## config.mk

```make
export PLATFORM = sky130hd
export DESIGN_NAME = cpu_multicycle_flat
export DESIGN_NICKNAME = d
export VERILOG_FILES = /design/src/rtl/cpu_multicycle_if.sv /design/src/rtl/cpu_multicycle.sv /design/src/flat_wrapper.sv
export SDC_FILE = /design/constraint.sdc
export NUM_CORES = 1
export LEC_CHECK = 0
export CAP_MARGIN = 40
export CORE_ASPECT_RATIO = 0.9
export CORE_MARGIN = 3
export CORE_UTILIZATION = 30
export DETAILED_ROUTE_END_ITERATION = 16
export PLACE_DENSITY = 0.59
export SYNTH_ARGS = -nofsm -noshare
export SYNTH_HDL_FRONTEND = slang
export SYNTH_SLANG_ARGS = --single-unit
```

## constraint.sdc

```tcl
create_clock -name CLK -period 6.56 [get_ports CLK]
set_input_delay 0.984 -clock CLK [delete_from_list [all_inputs] [get_ports CLK]]
set_output_delay 0.984 -clock CLK [all_outputs]
set_load 0.01 [all_outputs]
```

## src/rtl/cpu_multicycle_if.sv

```systemverilog
// Bus bundle for cpu_multicycle: the instruction-fetch handshake and the
// data-memory request/response signals. The core sits on the master side.
interface cpu_multicycle_if #(
    parameter int DATA_W = 8,
    parameter int PC_W   = 32
);
    logic [31:0]       INSTRUCTION;
    logic              INSTR_VALID;
    logic              INSTR_REQ;
    logic [PC_W-1:0]   PC_OUT;
    logic              MEM_READ;
    logic              MEM_WRITE;
    logic [DATA_W-1:0] MEM_ADDRESS;
    logic [DATA_W-1:0] MEM_WRITEDATA;
    logic [DATA_W-1:0] MEM_READDATA;
    logic              BUSYWAIT;

    modport master (
        input  INSTRUCTION,
        input  INSTR_VALID,
        output INSTR_REQ,
        output PC_OUT,
        output MEM_READ,
        output MEM_WRITE,
        output MEM_ADDRESS,
        output MEM_WRITEDATA,
        input  MEM_READDATA,
        input  BUSYWAIT
    );

    modport slave (
        output INSTRUCTION,
        output INSTR_VALID,
        input  INSTR_REQ,
        input  PC_OUT,
        input  MEM_READ,
        input  MEM_WRITE,
        input  MEM_ADDRESS,
        input  MEM_WRITEDATA,
        output MEM_READDATA,
        input  BUSYWAIT
    );
endinterface

```

## src/rtl/cpu_multicycle.sv

```systemverilog
// Multicycle CPU core: FETCH -> EXEC (-> MEM) -> FETCH.
// Non-memory instructions commit at the end of EXEC; loads and stores hold
// a registered memory request in MEM until the memory drops BUSYWAIT.
module cpu_multicycle #(
    parameter int DATA_W    = 8,
    parameter int REG_COUNT = 8,
    parameter int PC_W      = 32
) (
    input  logic             CLK,
    input  logic             RESET,
    cpu_multicycle_if.master bus
);
    localparam int RA_W = $clog2(REG_COUNT);

    typedef enum logic [1:0] {
        S_FETCH,
        S_EXEC,
        S_MEM
    } state_t;

    typedef enum logic [7:0] {
        OP_LOADI = 8'd0,
        OP_MOV   = 8'd1,
        OP_ADD   = 8'd2,
        OP_SUB   = 8'd3,
        OP_AND   = 8'd4,
        OP_OR    = 8'd5,
        OP_J     = 8'd6,
        OP_BEQ   = 8'd7,
        OP_BNE   = 8'd8,
        OP_LWD   = 8'd9,
        OP_LWI   = 8'd10,
        OP_SWD   = 8'd11,
        OP_SWI   = 8'd12
    } opcode_t;

    state_t            state;
    state_t            state_next;

    logic [31:0]       ir;
    logic [PC_W-1:0]   pc;
    logic [DATA_W-1:0] regs [REG_COUNT];

    // Decoded instruction fields
    logic [7:0]        op;
    logic [RA_W-1:0]   rd;
    logic [RA_W-1:0]   rs1;
    logic [RA_W-1:0]   rs2;
    logic [DATA_W-1:0] imm;
    logic [DATA_W-1:0] src1;
    logic [DATA_W-1:0] src2;
    logic [DATA_W-1:0] diff;
    logic              zero;
    logic              unused_ir_bits;

    // PC arithmetic
    logic [PC_W-1:0]   pc_plus4;
    logic [PC_W-1:0]   br_off;
    logic [PC_W-1:0]   br_target;

    // Control produced by the next-state logic
    logic              ir_load;
    logic              pc_load;
    logic [PC_W-1:0]   pc_next;
    logic              reg_we;
    logic [DATA_W-1:0] reg_wdata;
    logic              mem_start;
    logic              mem_start_wr;
    logic [DATA_W-1:0] mem_start_addr;
    logic [DATA_W-1:0] mem_start_wdata;
    logic              mem_done;

    // Registered memory request
    logic              mem_rd;
    logic              mem_wr;
    logic [DATA_W-1:0] mem_addr;
    logic [DATA_W-1:0] mem_wdata;

    assign op   = ir[7:0];
    assign rd   = ir[8 +: RA_W];
    assign rs1  = ir[16 +: RA_W];
    assign rs2  = ir[24 +: RA_W];
    assign imm  = DATA_W'(ir[31:24]);

    // Only the low RA_W bits of the src1 byte select a register.
    assign unused_ir_bits = ^ir[23:16];

    assign src1 = regs[rs1];
    assign src2 = regs[rs2];
    assign diff = src1 - src2;
    assign zero = (diff == '0);

    assign pc_plus4  = pc + PC_W'(4);
    assign br_off    = {{(PC_W-8){ir[15]}}, ir[15:8]};
    assign br_target = pc_plus4 + (br_off << 2);

    // Next-state, register-write, PC-update and memory-launch decisions.
    always_comb begin
        state_next      = state;
        ir_load         = 1'b0;
        pc_load         = 1'b0;
        pc_next         = pc_plus4;
        reg_we          = 1'b0;
        reg_wdata       = '0;
        mem_start       = 1'b0;
        mem_start_wr    = 1'b0;
        mem_start_addr  = '0;
        mem_start_wdata = '0;
        mem_done        = 1'b0;

        case (state)
            S_FETCH: begin
                if (bus.INSTR_VALID) begin
                    ir_load    = 1'b1;
                    state_next = S_EXEC;
                end
            end

            S_EXEC: begin
                state_next = S_FETCH;
                pc_load    = 1'b1;
                case (op)
                    OP_LOADI: begin
                        reg_we    = 1'b1;
                        reg_wdata = imm;
                    end
                    OP_MOV: begin
                        reg_we    = 1'b1;
                        reg_wdata = src2;
                    end
                    OP_ADD: begin
                        reg_we    = 1'b1;
                        reg_wdata = src1 + src2;
                    end
                    OP_SUB: begin
                        reg_we    = 1'b1;
                        reg_wdata = diff;
                    end
                    OP_AND: begin
                        reg_we    = 1'b1;
                        reg_wdata = src1 & src2;
                    end
                    OP_OR: begin
                        reg_we    = 1'b1;
                        reg_wdata = src1 | src2;
                    end
                    OP_J: begin
                        pc_next = br_target;
                    end
                    OP_BEQ: begin
                        if (zero) begin
                            pc_next = br_target;
                        end
                    end
                    OP_BNE: begin
                        if (!zero) begin
                            pc_next = br_target;
                        end
                    end
                    OP_LWD: begin
                        pc_load        = 1'b0;
                        state_next     = S_MEM;
                        mem_start      = 1'b1;
                        mem_start_addr = src2;
                    end
                    OP_LWI: begin
                        pc_load        = 1'b0;
                        state_next     = S_MEM;
                        mem_start      = 1'b1;
                        mem_start_addr = imm;
                    end
                    OP_SWD: begin
                        pc_load         = 1'b0;
                        state_next      = S_MEM;
                        mem_start       = 1'b1;
                        mem_start_wr    = 1'b1;
                        mem_start_addr  = src2;
                        mem_start_wdata = src1;
                    end
                    OP_SWI: begin
                        pc_load         = 1'b0;
                        state_next      = S_MEM;
                        mem_start       = 1'b1;
                        mem_start_wr    = 1'b1;
                        mem_start_addr  = imm;
                        mem_start_wdata = src1;
                    end
                    default: begin
                    end
                endcase
            end

            S_MEM: begin
                if (!bus.BUSYWAIT) begin
                    mem_done   = 1'b1;
                    pc_load    = 1'b1;
                    state_next = S_FETCH;
                    if (mem_rd) begin
                        reg_we    = 1'b1;
                        reg_wdata = bus.MEM_READDATA;
                    end
                end
            end

            default: begin
                state_next = S_FETCH;
            end
        endcase
    end

    // State register.
    always_ff @(posedge CLK or posedge RESET) begin
        if (RESET) begin
            state <= S_FETCH;
        end else begin
            state <= state_next;
        end
    end

    // Instruction register and program counter.
    always_ff @(posedge CLK or posedge RESET) begin
        if (RESET) begin
            ir <= '0;
            pc <= '0;
        end else begin
            if (ir_load) begin
                ir <= bus.INSTRUCTION;
            end
            if (pc_load) begin
                pc <= pc_next;
            end
        end
    end

    // Register file: single write port; sources are read combinationally,
    // so an instruction sees pre-write values even when rd equals a source.
    always_ff @(posedge CLK or posedge RESET) begin
        if (RESET) begin
            regs <= '{default: '0};
        end else if (reg_we) begin
            regs[rd] <= reg_wdata;
        end
    end

    // Memory request: launched on the EXEC->MEM edge, held stable through
    // stalls and dropped on the completing edge.
    always_ff @(posedge CLK or posedge RESET) begin
        if (RESET) begin
            mem_rd    <= 1'b0;
            mem_wr    <= 1'b0;
            mem_addr  <= '0;
            mem_wdata <= '0;
        end else if (mem_start) begin
            mem_rd    <= !mem_start_wr;
            mem_wr    <= mem_start_wr;
            mem_addr  <= mem_start_addr;
            mem_wdata <= mem_start_wdata;
        end else if (mem_done) begin
            mem_rd <= 1'b0;
            mem_wr <= 1'b0;
        end
    end

    assign bus.INSTR_REQ     = (state == S_FETCH);
    assign bus.PC_OUT        = pc;
    assign bus.MEM_READ      = mem_rd;
    assign bus.MEM_WRITE     = mem_wr;
    assign bus.MEM_ADDRESS   = mem_addr;
    assign bus.MEM_WRITEDATA = mem_wdata;
endmodule

```

## src/flat_wrapper.sv

```systemverilog
// flat-port wrapper written by rule: the top's interface ports become plain ports
module cpu_multicycle_flat 
#(
    parameter int DATA_W    = 8,
    parameter int REG_COUNT = 8,
    parameter int PC_W      = 32
)
  (CLK, RESET, bus_INSTRUCTION, bus_INSTR_VALID, bus_INSTR_REQ, bus_PC_OUT, bus_MEM_READ, bus_MEM_WRITE, bus_MEM_ADDRESS, bus_MEM_WRITEDATA, bus_MEM_READDATA, bus_BUSYWAIT);
  cpu_multicycle_if #(.DATA_W(DATA_W), .PC_W(PC_W)) bus_i ();
  input  logic CLK;
  input  logic RESET;
  input wire logic [$bits(bus_i.INSTRUCTION)-1:0] bus_INSTRUCTION;
  input wire logic [$bits(bus_i.INSTR_VALID)-1:0] bus_INSTR_VALID;
  output wire logic [$bits(bus_i.INSTR_REQ)-1:0] bus_INSTR_REQ;
  output wire logic [$bits(bus_i.PC_OUT)-1:0] bus_PC_OUT;
  output wire logic [$bits(bus_i.MEM_READ)-1:0] bus_MEM_READ;
  output wire logic [$bits(bus_i.MEM_WRITE)-1:0] bus_MEM_WRITE;
  output wire logic [$bits(bus_i.MEM_ADDRESS)-1:0] bus_MEM_ADDRESS;
  output wire logic [$bits(bus_i.MEM_WRITEDATA)-1:0] bus_MEM_WRITEDATA;
  input wire logic [$bits(bus_i.MEM_READDATA)-1:0] bus_MEM_READDATA;
  input wire logic [$bits(bus_i.BUSYWAIT)-1:0] bus_BUSYWAIT;
  assign bus_i.INSTRUCTION = bus_INSTRUCTION;
  assign bus_i.INSTR_VALID = bus_INSTR_VALID;
  assign bus_INSTR_REQ = bus_i.INSTR_REQ;
  assign bus_PC_OUT = bus_i.PC_OUT;
  assign bus_MEM_READ = bus_i.MEM_READ;
  assign bus_MEM_WRITE = bus_i.MEM_WRITE;
  assign bus_MEM_ADDRESS = bus_i.MEM_ADDRESS;
  assign bus_MEM_WRITEDATA = bus_i.MEM_WRITEDATA;
  assign bus_i.MEM_READDATA = bus_MEM_READDATA;
  assign bus_i.BUSYWAIT = bus_BUSYWAIT;
  cpu_multicycle #(.DATA_W(DATA_W), .REG_COUNT(REG_COUNT), .PC_W(PC_W)) u_core (.CLK(CLK), .RESET(RESET), .bus(bus_i));
endmodule
```

# Yosys cells after proc, flatten, opt, wreduce, memory -nomap -nowiden
# Index checks and enable logic that the tools add are counted.
[word_totals]
regBits = 148
latch_bits = 0
ramBits = 0
rom_bits = 0
input_bits = 44
out_inout_bits = 51
wordCells = 98
memories = 0
[op_classes]
add_sub_neg = 4
n_mul = 0
n_div = 0
order_cmp = 4
eq_ne = 16
n_shift = 0
n_mux = 42
bitwise = 5
n_reduce_logical = 12
[ops]
columns = ["op", "n"]
rows = [
  ["$mux 32", 3],
  ["$pmux 32 s3", 1],
  ["$mux 8", 10],
  ["$bwmux 64", 1],
  ["$bmux 8 s3", 2],
  ["$pmux 8 s6", 1],
  ["$eq 8x4->1 const B", 5],
  ["$add 32x3->32 const B", 1],
  ["$add 32x32->32", 1],
  ["$eq 8x3->1 const B", 4],
  ["$pmux 8 s2", 2],
  ["$demux 8 s3", 1],
  ["$eq 8x2->1 const B", 2],
  ["$logic_not 8->1", 2],
  ["$mux 1", 15],
  ["$ge 4x4->1 const B", 3],
  ["$not 3->4", 3],
  ["$add 8x8->8", 1],
  ["$and 8x8->8", 1],
  ["$eq 8x1->1 const B", 1],
  ["$or 8x8->8", 1],
  ["$sub 8x8->8", 1],
  ["$mux 2", 3],
  ["$pmux 2 s3", 1],
  ["other kinds (13)", 17],
]

# Longest topological paths before layout
# Gate-level depths: netlist of run 1.
[depth]
ltp_word = 9
ltp_mapped = 18

# Worst setup path before layout of run 1
# Ideal clock, no wire load.
[synth_timing]
path_kind = "register -> register"
start = "register u_core.ir[16]"
end = "register u_core.pc[14], in the netlist u_core.bus.PC_OUT[14]"
arrival_ps = 4459
required_ps = 6473
slack_ps = 2014
path_stages_with_launch = 17
synth_period_minus_slack_ps = 4546
cell_sequence = "dfrtp_1 clkbuf_1 buf_1 mux4_2 mux2i_1 ha_1 buf_4 or2_0 a2111oi_2 a211oi_1 or2_1 o311a_1 buf_2 or2_1 buf_6 or3_1 o211ai_1"
[synth_between]
elab_chain_cells = 9
elab_cells_between_ends = 10
classes_between = "add/sub (1); mux (7); bitwise (1); reduce/logical (1)"
[synth_lines]
columns = ["element", "line_no", "rtl"]
rows = [
  ["start: declaration", "cpu_multicycle.sv:40", "logic [31:0] ir;"],
  ["start signal: assignment", "cpu_multicycle.sv:227", "ir <= bus.INSTRUCTION;"],
  ["$not 3->4 (implied by the code) *", "cpu_multicycle.sv:88", "assign src1 = regs[rs1];"],
  ["$bmux 8 s3 *", "cpu_multicycle.sv:88", ""],
  ["$mux 8 (implied by the code) * (2 in a row)", "cpu_multicycle.sv:88", ""],
  ["$sub 8x8->8 *", "cpu_multicycle.sv:90", "assign diff = src1 - src2;"],
  ["$logic_not 8->1 *", "cpu_multicycle.sv:91", "assign zero = (diff == '0);"],
  ["$mux 32, on equally long branches", "cpu_multicycle.sv:156, cpu_multicycle.sv:151", ""],
  ["$pmux 32 s3 *", "cpu_multicycle.sv:122", "case (op)"],
  ["$mux 32 *", "cpu_multicycle.sv:111", "case (state)"],
  ["end signal: assignment", "cpu_multicycle.sv:230", "pc <= pc_next;"],
  ["end: declaration", "cpu_multicycle.sv:41", "logic [PC_W-1:0] pc;"],
]
# Mark *: on every way between the ends. The rest lies on a longest branch, timed or not. The select of a mux whose other input is x is not followed.
# A chain may end at the register's enable or synchronous reset.

# Final worst setup path of run 1
[layout_timing]
start = "register u_core.ir[16]"
end = "register u_core.pc[19], in the netlist u_core.bus.PC_OUT[19]"
# Same word-level chain as after synthesis.

==> results of run 1 <==
## routing by layer
layer	wire (um)	share of wire [%]	up-vias
li1	-	-	3952
met5	0	0	-
met4	528	1.8	0
met1	14200	49	4152
met2	13400	46	201
met3	997	3.4	35
## power groups by stage
stage / Clock (mW) / Combinational (mW) / Sequential, mW
floorplan: 0 / 1.27 / 1.20
global placement: 0 / 1.63 / 1.34
detailed placement: 0 / 1.67 / 1.33
CTS: 1.05 / 1.69 / 1.32
global route: 1.08 / 1.86 / 1.35
finish: 1.03 / 1.68 / 1.32
## synthesized netlist by cell type, drive strengths merged (4+ instances only)
cell type / count
inv: 35
nand2: 129
nor3: 9
o21bai: 7
nor2b: 13
o21a: 10
o211ai: 19
o21ai: 104
a22oi: 10
o221ai: 5
and3: 12
nor2: 41
or3: 12
a21o: 14
or2: 7
xor2: 23
mux2i: 19
a21oi: 51
a221oi: 6
and4: 4
nand4: 13
nand3: 17
buf: 18
xnor2: 43
dfrtp: 141
and2: 5
a22o: 11
nand3b: 6
mux4: 32
nand2b: 17
nor4: 4
o22ai: 5
a211o: 5
ha: 61
clkbuf: 32
nor3b: 6
a211oi: 8
mux2: 56
## per-stage QoR
| step | util (%) | cells | setup WS [ns] | power, mW |
|---|---|---|---|---|
| 2_1_floorplan | - | 1043 | 1.79 | 2.47 |
| 3_3_place_gp | 34.3 | 1512 | 1.58 | 2.97 |
| 3_5_place_dp | 34.5 | 1515 | 1.49 | 3.01 |
| 4_1_cts | 36.4 | 1547 | 1.45 | 4.06 |
| 5_1_grt | 36.4 | 1547 | 1.08 | 4.30 |
| 6_report | 36.4 | 1547 | 1.44 | 4.03 |
## final cells by class
type | instances | area [um^2]
clock inverters | 15 | 209
repair buffers | 100 | 993
multi-input cells | 817 | 6200
flip-flops and latches | 141 | 3530
well taps | 422 | 528
fillers | 3299 | 21000
clock buffers | 17 | 425
inverters | 35 | 136
## flip-flops by register name (all words and copies together) (netlist names)
| register | cells |
|---|---|
| u_core.bus.MEM_READ | 1 |
| u_core.bus.MEM_WRITEDATA | 8 |
| u_core.bus.PC_OUT | 30 |
| u_core.ir | 27 |
| u_core.bus.MEM_ADDRESS | 8 |
| u_core.state | 2 |
| u_core.regs | 64 |
| u_core.bus.MEM_WRITE | 1 |
## kinds of logic after synthesis
family	Yosys count
AO/OA/AOI/OAI	274
XOR/XNOR	66
adder cells (fa/ha/maj)	64
buffers and inverters	85
flip-flops	141
multiplexers	107
other	1
AND/OR/NAND/NOR	304
## critical path: cells and delay by family (launching register included)
kind,cells,cell delay (ns)
DFF,1,0.62
AOI/OAI and AO/OA,3,0.79
adders and majority gates,2,0.68
buffers and inverters,2,0.40
and+or+nand+nor,4,1.33
xor gates and xnor gates,1,0.24
muxes,2,0.94
## worst paths after layout
check	to	start	slack [ns]
min in group asynchronous	u_core.ir[13]$_DFFE_PP0P_	RESET	0.80
worst min-delay path	u_core.bus.MEM_WRITEDATA[5]$_DFFE_PP0P_	u_core.bus.MEM_WRITEDATA[5]$_DFFE_PP0P_	0.49
worst min register to register	u_core.bus.MEM_WRITEDATA[5]$_DFFE_PP0P_	u_core.bus.MEM_WRITEDATA[5]$_DFFE_PP0P_	0.49
max in group asynchronous	u_core.ir[2]$_DFFE_PP0P_	RESET	4.86
worst max register to register	u_core.bus.PC_OUT[19]$_DFFE_PP0P_	u_core.ir[16]$_DFFE_PP0P_	1.44
worst max-delay path	u_core.bus.PC_OUT[19]$_DFFE_PP0P_	u_core.ir[16]$_DFFE_PP0P_	1.44
==> flow_summary.ini, run 1 <==
[status]
status = completed

[route]
vias = 8340
antenna_left = 0
wire_per_inst_um = 18.8
drt_iter0_drc = 694
avgViaCountPerCell = 5.39
first_pass_iters = 6
totalWireLength_um = 29100
route.detailed.drc = 0

[placed_design]
dpl.hpwl_um = 21100
portBuffers = 87
dpl_cell_area_um2 = 11400
routabilityCongestion = 0.875

[critical_path]
worstPathMaxFanout = 10
worstSetupPathType = register to register
start_kind = register
cp.required_ns = 6.91
slowest_stage = dfrtp_1
cpPeakStageDelay_ns = 0.62
ff2ff_path_depth = 14
arrival_ns = 5.46
worstSetupEndpointType = register
crit_chain = buf_4, mux4_2, mux2i_1, ha_1, inv_1, fa_1, nand2b_1, a21oi_1, xnor2_1, nand4_1, o311a_1, or2_1, or3_1, o211ai_1

[synthesis]
syn_area_um2 = 10100
yosys.area_share.simple_pct = 14.9
synth_top_area_cell = dfrtp_1
async_reset_ff_share_pct = 100
synth_top_family_by_area = compound AO/OA/AOI/OAI gates
yosysUniqueCellTypes = 71
synth_edf_count = 0
syn_inst = 1042
syn_area_per_cell_um2 = 9.67
synth_compound_area_share_pct = 17.3
synth_fa_ha_area_share_pct = 8.17
seq_area_frac_synth_pct = 35.0
synth-xor-area-share_pct = 5.74
ys.warnings.count = 0
synthFlopType = dfrtp_1
synth.top_cell.area_share_pct = 35.0
yosys_register_bits = 141
yosys-top-cells-area = dfrtp_1 35%, ha_1 7.6%, mux4_2 7.2%
synth_mux_area_share_pct = 15.3

[min_path]
holdPathStages = 2
hold_class = register to register

[sta]
period_needed_ns = 5.12
tns_ns = 0
finalSetupViolCount = 0
hold_ws_ns = 0.494
rsz0062_at_grt = false
hold_violations = 0
maxSlewHeadroom_pct = 41.9
period_share_pct = 78.0
fin_worst_skew_ns = 0.0221
maxSlewViolCount = 0
worst_slew_pin_slew_ns = 0.872
fmax_mhz = 195

[layout]
drive_gt1_share_pct = 12.8
layout_common_cells = 141 x dfrtp_1, 129 x nand2_1, 98 x o21ai_0
layout_commonest_cell = dfrtp_1
area_delta_synth_final_pct = 19.3
design_area_um2 = 12000
num_antenna_cells = 0
fin_nets = 1220

[power_and_ir_drop]
ir_worst_vdd_v = 0.000228
power_frac_seq_pct = 32.8
power_density_nw_per_um2 = 335
switchingPower_mw = 1.69
combPwrFrac_pct = 41.8
p_int_mw = 2.34
power.leakage_nw = 5.21
clockPowerShare_pct = 25.5
switching_share_pct = 42.0

[floorplan]
io-pin-count = 95
die_w_um = 199
fp.dieArea_um2 = 35800
die_h_um = 180
initial_core_util_pct = 30.5
coreArea_um2 = 33000
num_rows = 63

[clocking]
ctsResizeCount = 0
cts_tree = built
holdBufCountCts = 0
post-cts-setup-buffers = 0
path_clk_slew_ns = 0.08
clk_latency_ns = 0.44
htreeDepth = 4
cts_made_buffers = 17
cts.sink_count = 141
cts_buffer_depth = 2
cts-root-buf = clkbuf_16

[global_route]
use_met1_pct = 23.3
grt_pass1_wl_um = 46300
grt_max_degree = 91
gr-total-overflow = 0
met3_usage_pct = 2.17
grt_busiest_layer = met2
grt_antenna_before_repair = 0
track_usage_pct = 16.3
grt_pass1_vias = 8102
use_met2_pct = 25.9

[run]
max-cap-violations = 0
Note: power is estimated with default switching activity, not from simulation.
==> run 2: changes to the inputs <==
--- a/config.mk
+++ b/config.mk
@@ -10,7 +10,7 @@
 export CORE_MARGIN = 3
 export CORE_UTILIZATION = 30
 export DETAILED_ROUTE_END_ITERATION = 16
-export PLACE_DENSITY = 0.59
+export PLACE_DENSITY = 0.61
 export SYNTH_ARGS = -nofsm -noshare
 export SYNTH_HDL_FRONTEND = slang
 export SYNTH_SLANG_ARGS = --single-unit
==> constraint.sdc (replaced) <==
create_clock -name CLK -period 4.33 [get_ports CLK]
set_input_delay 0.6495 -clock CLK [delete_from_list [all_inputs] [get_ports CLK]]
set_output_delay 0.6495 -clock CLK [all_outputs]
set_load 0.01 [all_outputs]
==> flow_summary.ini, run 2 (synthesized netlist as in run 1, its figures left out) <==
[layout]
largest_register = u_core.regs
layout_commonest_cell = dfrtp_1
drive_gt1_share_pct = 17.2
largest_register_ffs = 64
area_delta_synth_final_pct = 23.6
fin_nets = 1267
seqCellArea_um2 = 3530
final_cells = 1594
num_antenna_cells = 0
multi_input_area_um2 = 6260
nFillCells = 3215
layout_common_cells = 140 x dfrtp_1, 129 x nand2_1, 98 x o21ai_0

[sta]
hold_ws_ns = 0.502
maxSlewHeadroom_pct = 47.9
period_needed_ns = 4.11
maxSlewViolCount = 0
finalSetupViolCount = 0
worst_slew_pin_slew_ns = 0.781
fin_worst_skew_ns = 0.0166
period_share_pct = 94.9
fmax_mhz = 243
hold_violations = 0

[global_route]
grt_max_degree = 68
grt_pass1_vias = 8371
track_usage_pct = 16.5
gr-total-overflow = 0
grt_antenna_before_repair = 0
grt_pass1_wl_um = 47000

[run]
max-cap-violations = 0

[critical_path]
r2r_slack_ns = 0.22
worstSetupPathType = register to register
worstSetupEndpointType = register
cp.required_ns = 4.60
arrival_ns = 4.38
crit_chain = buf_12, mux4_2, mux2i_2, buf_4, inv_1, ha_1, fa_1, a21o_1, a21oi_1, o21bai_1, a21oi_1, xnor2_1, a22oi_1, a21oi_1, o21ai_1, o21ai_0
worstPathMaxFanout = 17
critPathBufInv = 3
slowest_stage = mux4_2
cpPeakStageDelay_ns = 0.54
critPathTopFamily = compound AO/OA/AOI/OAI gates
start_kind = register
cp_common_cell = a21oi_1

[floorplan]
coreArea_um2 = 33000
fp.dieArea_um2 = 35800
io-pin-count = 95
num_rows = 63
die_h_um = 180
die_w_um = 199
initial_core_util_pct = 30.5

[placed_design]
routabilityCongestion = 0.916
dpl.hpwl_um = 21300
place_inst = 1558
portBuffers = 87

[power_and_ir_drop]
power.leakage_nw = 5.45
power_mw = 6.25
ir_worst_vdd_v = 0.000273
power_density_nw_per_um2 = 502

[route]
first_pass_iters = 5
totalWireLength_um = 29400
drt_iter0_drc = 571
wire_per_inst_um = 18.4
route.detailed.drc = 0
antenna_left = 0
avgViaCountPerCell = 5.32
vias = 8474

[clocking]
clk_latency_ns = 0.43
cts_made_buffers = 17
cts-root-buf = clkbuf_16
htreeDepth = 4
path_clk_slew_ns = 0.07
cts.sink_count = 141
cts_tree = built
cts_buffer_depth = 2
holdBufCountCts = 0

[min_path]
hold_class = register to register

[status]
status = completed
==> run 2: final timing paths <==
path                                                    startpoint                                       to  cells after the start
max reg2reg                              u_core.ir[16]$_DFFE_PP0P_              u_core.regs[38]$_DFFE_PP0P_                     16
max                                      u_core.ir[16]$_DFFE_PP0P_              u_core.regs[38]$_DFFE_PP0P_                     16
min                        u_core.bus.MEM_WRITEDATA[2]$_DFFE_PP0P_  u_core.bus.MEM_WRITEDATA[2]$_DFFE_PP0P_                      2
min reg2reg                u_core.bus.MEM_WRITEDATA[2]$_DFFE_PP0P_  u_core.bus.MEM_WRITEDATA[2]$_DFFE_PP0P_                      2
max in group asynchronous                                    RESET                u_core.ir[17]$_DFFE_PP0P_                      4
min in group asynchronous                                    RESET  u_core.bus.MEM_WRITEDATA[3]$_DFFE_PP0P_                      2
==> run 2: where the power goes <==
part           switching, mW  internal (mW)  total (mW)
Sequential             0.409           1.54        1.95
Clock                  0.702          0.832        1.53
Combinational           1.43           1.33        2.76
Total                   2.55           3.70        6.25
==> run 2: worst register-to-register path, delay by kind of cell, from the launching register on <==
kind	cells	cell delay [ns]
AO/OA/AOI/OAI	8	1.64
flip-flops	1	0.37
buffers and inverters	3	0.40
XOR/XNOR	1	0.10
multiplexers	2	0.78
adder cells (fa/ha/maj)	2	0.66
==> run 2: cell type report <==
type | count | area share [%]
Clock buffer | 18 | 3.44
Clock inverter | 14 | 1.36
Inverter | 35 | 1.08
Multi-Input combinational cell | 817 | 50.2
Sequential cell | 141 | 28.3
Tap cell | 422 | 4.24
Timing Repair Buffer | 147 | 11.3
==> run 2: layer usage <==
| layer | up-vias | global-route usage [%] | routed length, um | share of wire [%] |
|---|---|---|---|---|
| li1 | 4042 | - | - | - |
| met1 | 4171 | 23.0 | 14000 | 48 |
| met2 | 231 | 26.9 | 13700 | 47 |
| met3 | 30 | 2.29 | 1130 | 3.9 |
| met4 | 0 | 4.27 | 514 | 1.7 |
| met5 | - | 0 | 0 | 0 |
==> run 2: timing repair <==
| action | in CTS | in global routing |
|---|---|---|
| setup endpoints to repair | 7 | 34 |
| resized for setup | 1 | 12 |
| setup buffers | 0 | 4 |
| pin swaps | 0 | 1 |
==> run 2: through the flow <==
step / setup TNS, ns / cell area [um^2] / setup slack [ns] / util, %
5_1_grt: -0.000247 / 12500 / -0.000247 / 37.7
6_report: 0 / 12500 / 0.220 / 37.7
2_1_floorplan: 0 / 10100 / 0.00406 / -
3_5_place_dp: -0.0728 / 11800 / -0.0320 / 35.6
4_1_cts: 0 / 12400 / 0.0573 / 37.5
3_3_place_gp: 0 / 11800 / 0.0374 / 35.6
==> run 3: changes to the inputs <==
--- a/config.mk
+++ b/config.mk
@@ -9,8 +9,10 @@
 export CORE_ASPECT_RATIO = 0.9
 export CORE_MARGIN = 3
 export CORE_UTILIZATION = 30
+export CTS_CLUSTER_SIZE = 24
 export DETAILED_ROUTE_END_ITERATION = 16
 export PLACE_DENSITY = 0.61
+export REMOVE_ABC_BUFFERS = 1
 export SYNTH_ARGS = -nofsm -noshare
 export SYNTH_HDL_FRONTEND = slang
 export SYNTH_SLANG_ARGS = --single-unit
==> flow_summary.ini, run 3 (synthesized netlist as in run 1, its figures left out) <==
[sta]
fin_worst_skew_ns = 0.0129
worst_slew_pin_slew_ns = 0.800
finalSetupViolCount = 0
hold_violations = 0
maxSlewViolCount = 0
period_needed_ns = 4.13
period_share_pct = 95.4
rsz0062_at_grt = false
fmax_mhz = 242
maxSlewHeadroom_pct = 46.7

[route]
route.detailed.drc = 0
avgViaCountPerCell = 5.29
first_pass_iters = 9
wire_per_inst_um = 18.1
totalWireLength_um = 29200
drt_iter0_drc = 596
vias = 8521
antenna_left = 0

[critical_path]
worstPathMaxFanout = 14
start_kind = register
r2r-start = u_core.ir[16]$_DFFE_PP0P_
arrival_ns = 4.47
rr_endpoint = u_core.bus.PC_OUT[14]$_DFFE_PP0P_
worstSetupPathType = register to register
r2r_slack_ns = 0.20
setup.worst_path.end = u_core.bus.PC_OUT[14]$_DFFE_PP0P_
cp-startpoint = u_core.ir[16]$_DFFE_PP0P_
cp.required_ns = 4.67
ff2ff_path_depth = 14
worstSetupEndpointType = register

[layout]
seqCellArea_um2 = 3530
fin_util_pct = 38.1
fin_nets = 1284
largest_register = u_core.regs
multi_input_area_um2 = 6270
design_area_um2 = 12600
layout_common_cells = 141 x dfrtp_1, 129 x nand2_1, 98 x o21ai_0
largest_register_ffs = 64
drive_gt1_share_pct = 18.5
layout_commonest_cell = dfrtp_1
num_antenna_cells = 0
final_cells = 1611
nFillCells = 3280
area_delta_synth_final_pct = 24.9

[global_route]
grt_pass1_wl_um = 46100
track_usage_pct = 16.4
grt_antenna_before_repair = 2
grt_pass1_vias = 8205
grt_max_degree = 87
gr-total-overflow = 0

[placed_design]
dpl.hpwl_um = 21300
place_inst = 1576
portBuffers = 87
dpl_cell_area_um2 = 11900
routabilityCongestion = 0.920

[floorplan]
die_h_um = 180
num_rows = 63
coreArea_um2 = 33000
fp.dieArea_um2 = 35800
io-pin-count = 95
initial_core_util_pct = 30.5
die_w_um = 199

[clocking]
cts.sink_count = 141
cts_tree = built
path_clk_slew_ns = 0.07
cts_buffer_depth = 2
htreeDepth = 4
cts-root-buf = clkbuf_16
clk_latency_ns = 0.44
cts_made_buffers = 17

[power_and_ir_drop]
power.leakage_nw = 5.51
ir_worst_vdd_v = 0.000295
power_density_nw_per_um2 = 497

[min_path]
hold_class = register to register

[status]
status = completed

[run]
max-cap-violations = 0
run 3: cell count changes in the layout (fill, tap and decap cells not counted), sizes merged:
| cell | change |
|---|---|
| clkbuf | -1 |
| clkinvlp | +1 |
| clkdlybuf4s15 | +1 |
| buf | +16 |
run 3: worst max-delay path, stage by stage, from the launching register on:
cell	delay [ns]
dfrtp_1	0.39
buf_12	0.18
buf_4	0.14
mux4_2	0.48
mux2i_1	0.28
ha_1	0.31
or2_0	0.27
a2111oi_4	0.30
a211oi_2	0.10
or2_1	0.30
o311a_4	0.42
or2_1	0.23
buf_4	0.18
or3_1	0.36
o211ai_1	0.10
run 3: layer usage:
metal	global-route usage [%]	part of all wire [%]	vias up
met5	0	0.082	-
met3	3.39	5.5	38
met1	23.8	48	4182
met4	4.10	1.4	4
met2	25.0	45	212
li1	-	-	4085
run 3: power by group:
part / total, mW / internal, mW / leakage (nW) / switching, mW
Clock: 1.52 / 0.824 / 0.288 / 0.698
Sequential: 1.93 / 1.54 / 1.89 / 0.385
Combinational: 2.80 / 1.34 / 3.33 / 1.46
Total: 6.25 / 3.71 / 5.51 / 2.54
run 3: cell type report:
cell class	count	share of cell area [%]
multi-input cells	817	49.8
clock buffers	17	3.38
clock inverters	15	1.36
inverters	35	1.08
repair buffers	164	12.2
well taps	422	4.19
flip-flops and latches	141	28.0
run 3: through the flow:
| stage | hold WS (ns) | TNS (ns) | total power [mW] | setup slack [ns] |
|---|---|---|---|---|
| 2_1_floorplan | 0.457 | -15.22 | 3.67 | -0.134 |
| 3_3_place_gp | 0.469 | 0 | 4.66 | 0.193 |
| 3_5_place_dp | 0.477 | 0 | 4.70 | 0.168 |
| 4_1_cts | 0.494 | 0 | 6.26 | 0.140 |
| 5_1_grt | 0.527 | 0 | 6.65 | 0.00291 |
| 6_report | 0.490 | 0 | 6.25 | 0.201 |
run 3: what timing repair did:
item,4_1_cts,5_1_grt
setup endpoints to repair,0,21
buffers inserted,0,3
resized for setup,0,14
hold buffers,0,0
run 3: worst min path at each step:
stage | start | endpoint | slack, ns | cells past startpoint
floorplan | u_core.regs[43]$_DFFE_PP0P_ | u_core.regs[43]$_DFFE_PP0P_ | 0.46 | 2
global placement | u_core.bus.MEM_WRITEDATA[6]$_DFFE_PP0P_ | u_core.bus.MEM_WRITEDATA[6]$_DFFE_PP0P_ | 0.47 | 2
detailed placement | u_core.bus.MEM_WRITEDATA[2]$_DFFE_PP0P_ | u_core.bus.MEM_WRITEDATA[2]$_DFFE_PP0P_ | 0.48 | 2
CTS | u_core.bus.MEM_WRITEDATA[2]$_DFFE_PP0P_ | u_core.bus.MEM_WRITEDATA[2]$_DFFE_PP0P_ | 0.49 | 2
global route | u_core.regs[31]$_DFFE_PP0P_ | u_core.regs[31]$_DFFE_PP0P_ | 0.53 | 2
finish | u_core.bus.MEM_WRITEDATA[2]$_DFFE_PP0P_ | u_core.bus.MEM_WRITEDATA[2]$_DFFE_PP0P_ | 0.49 | 2
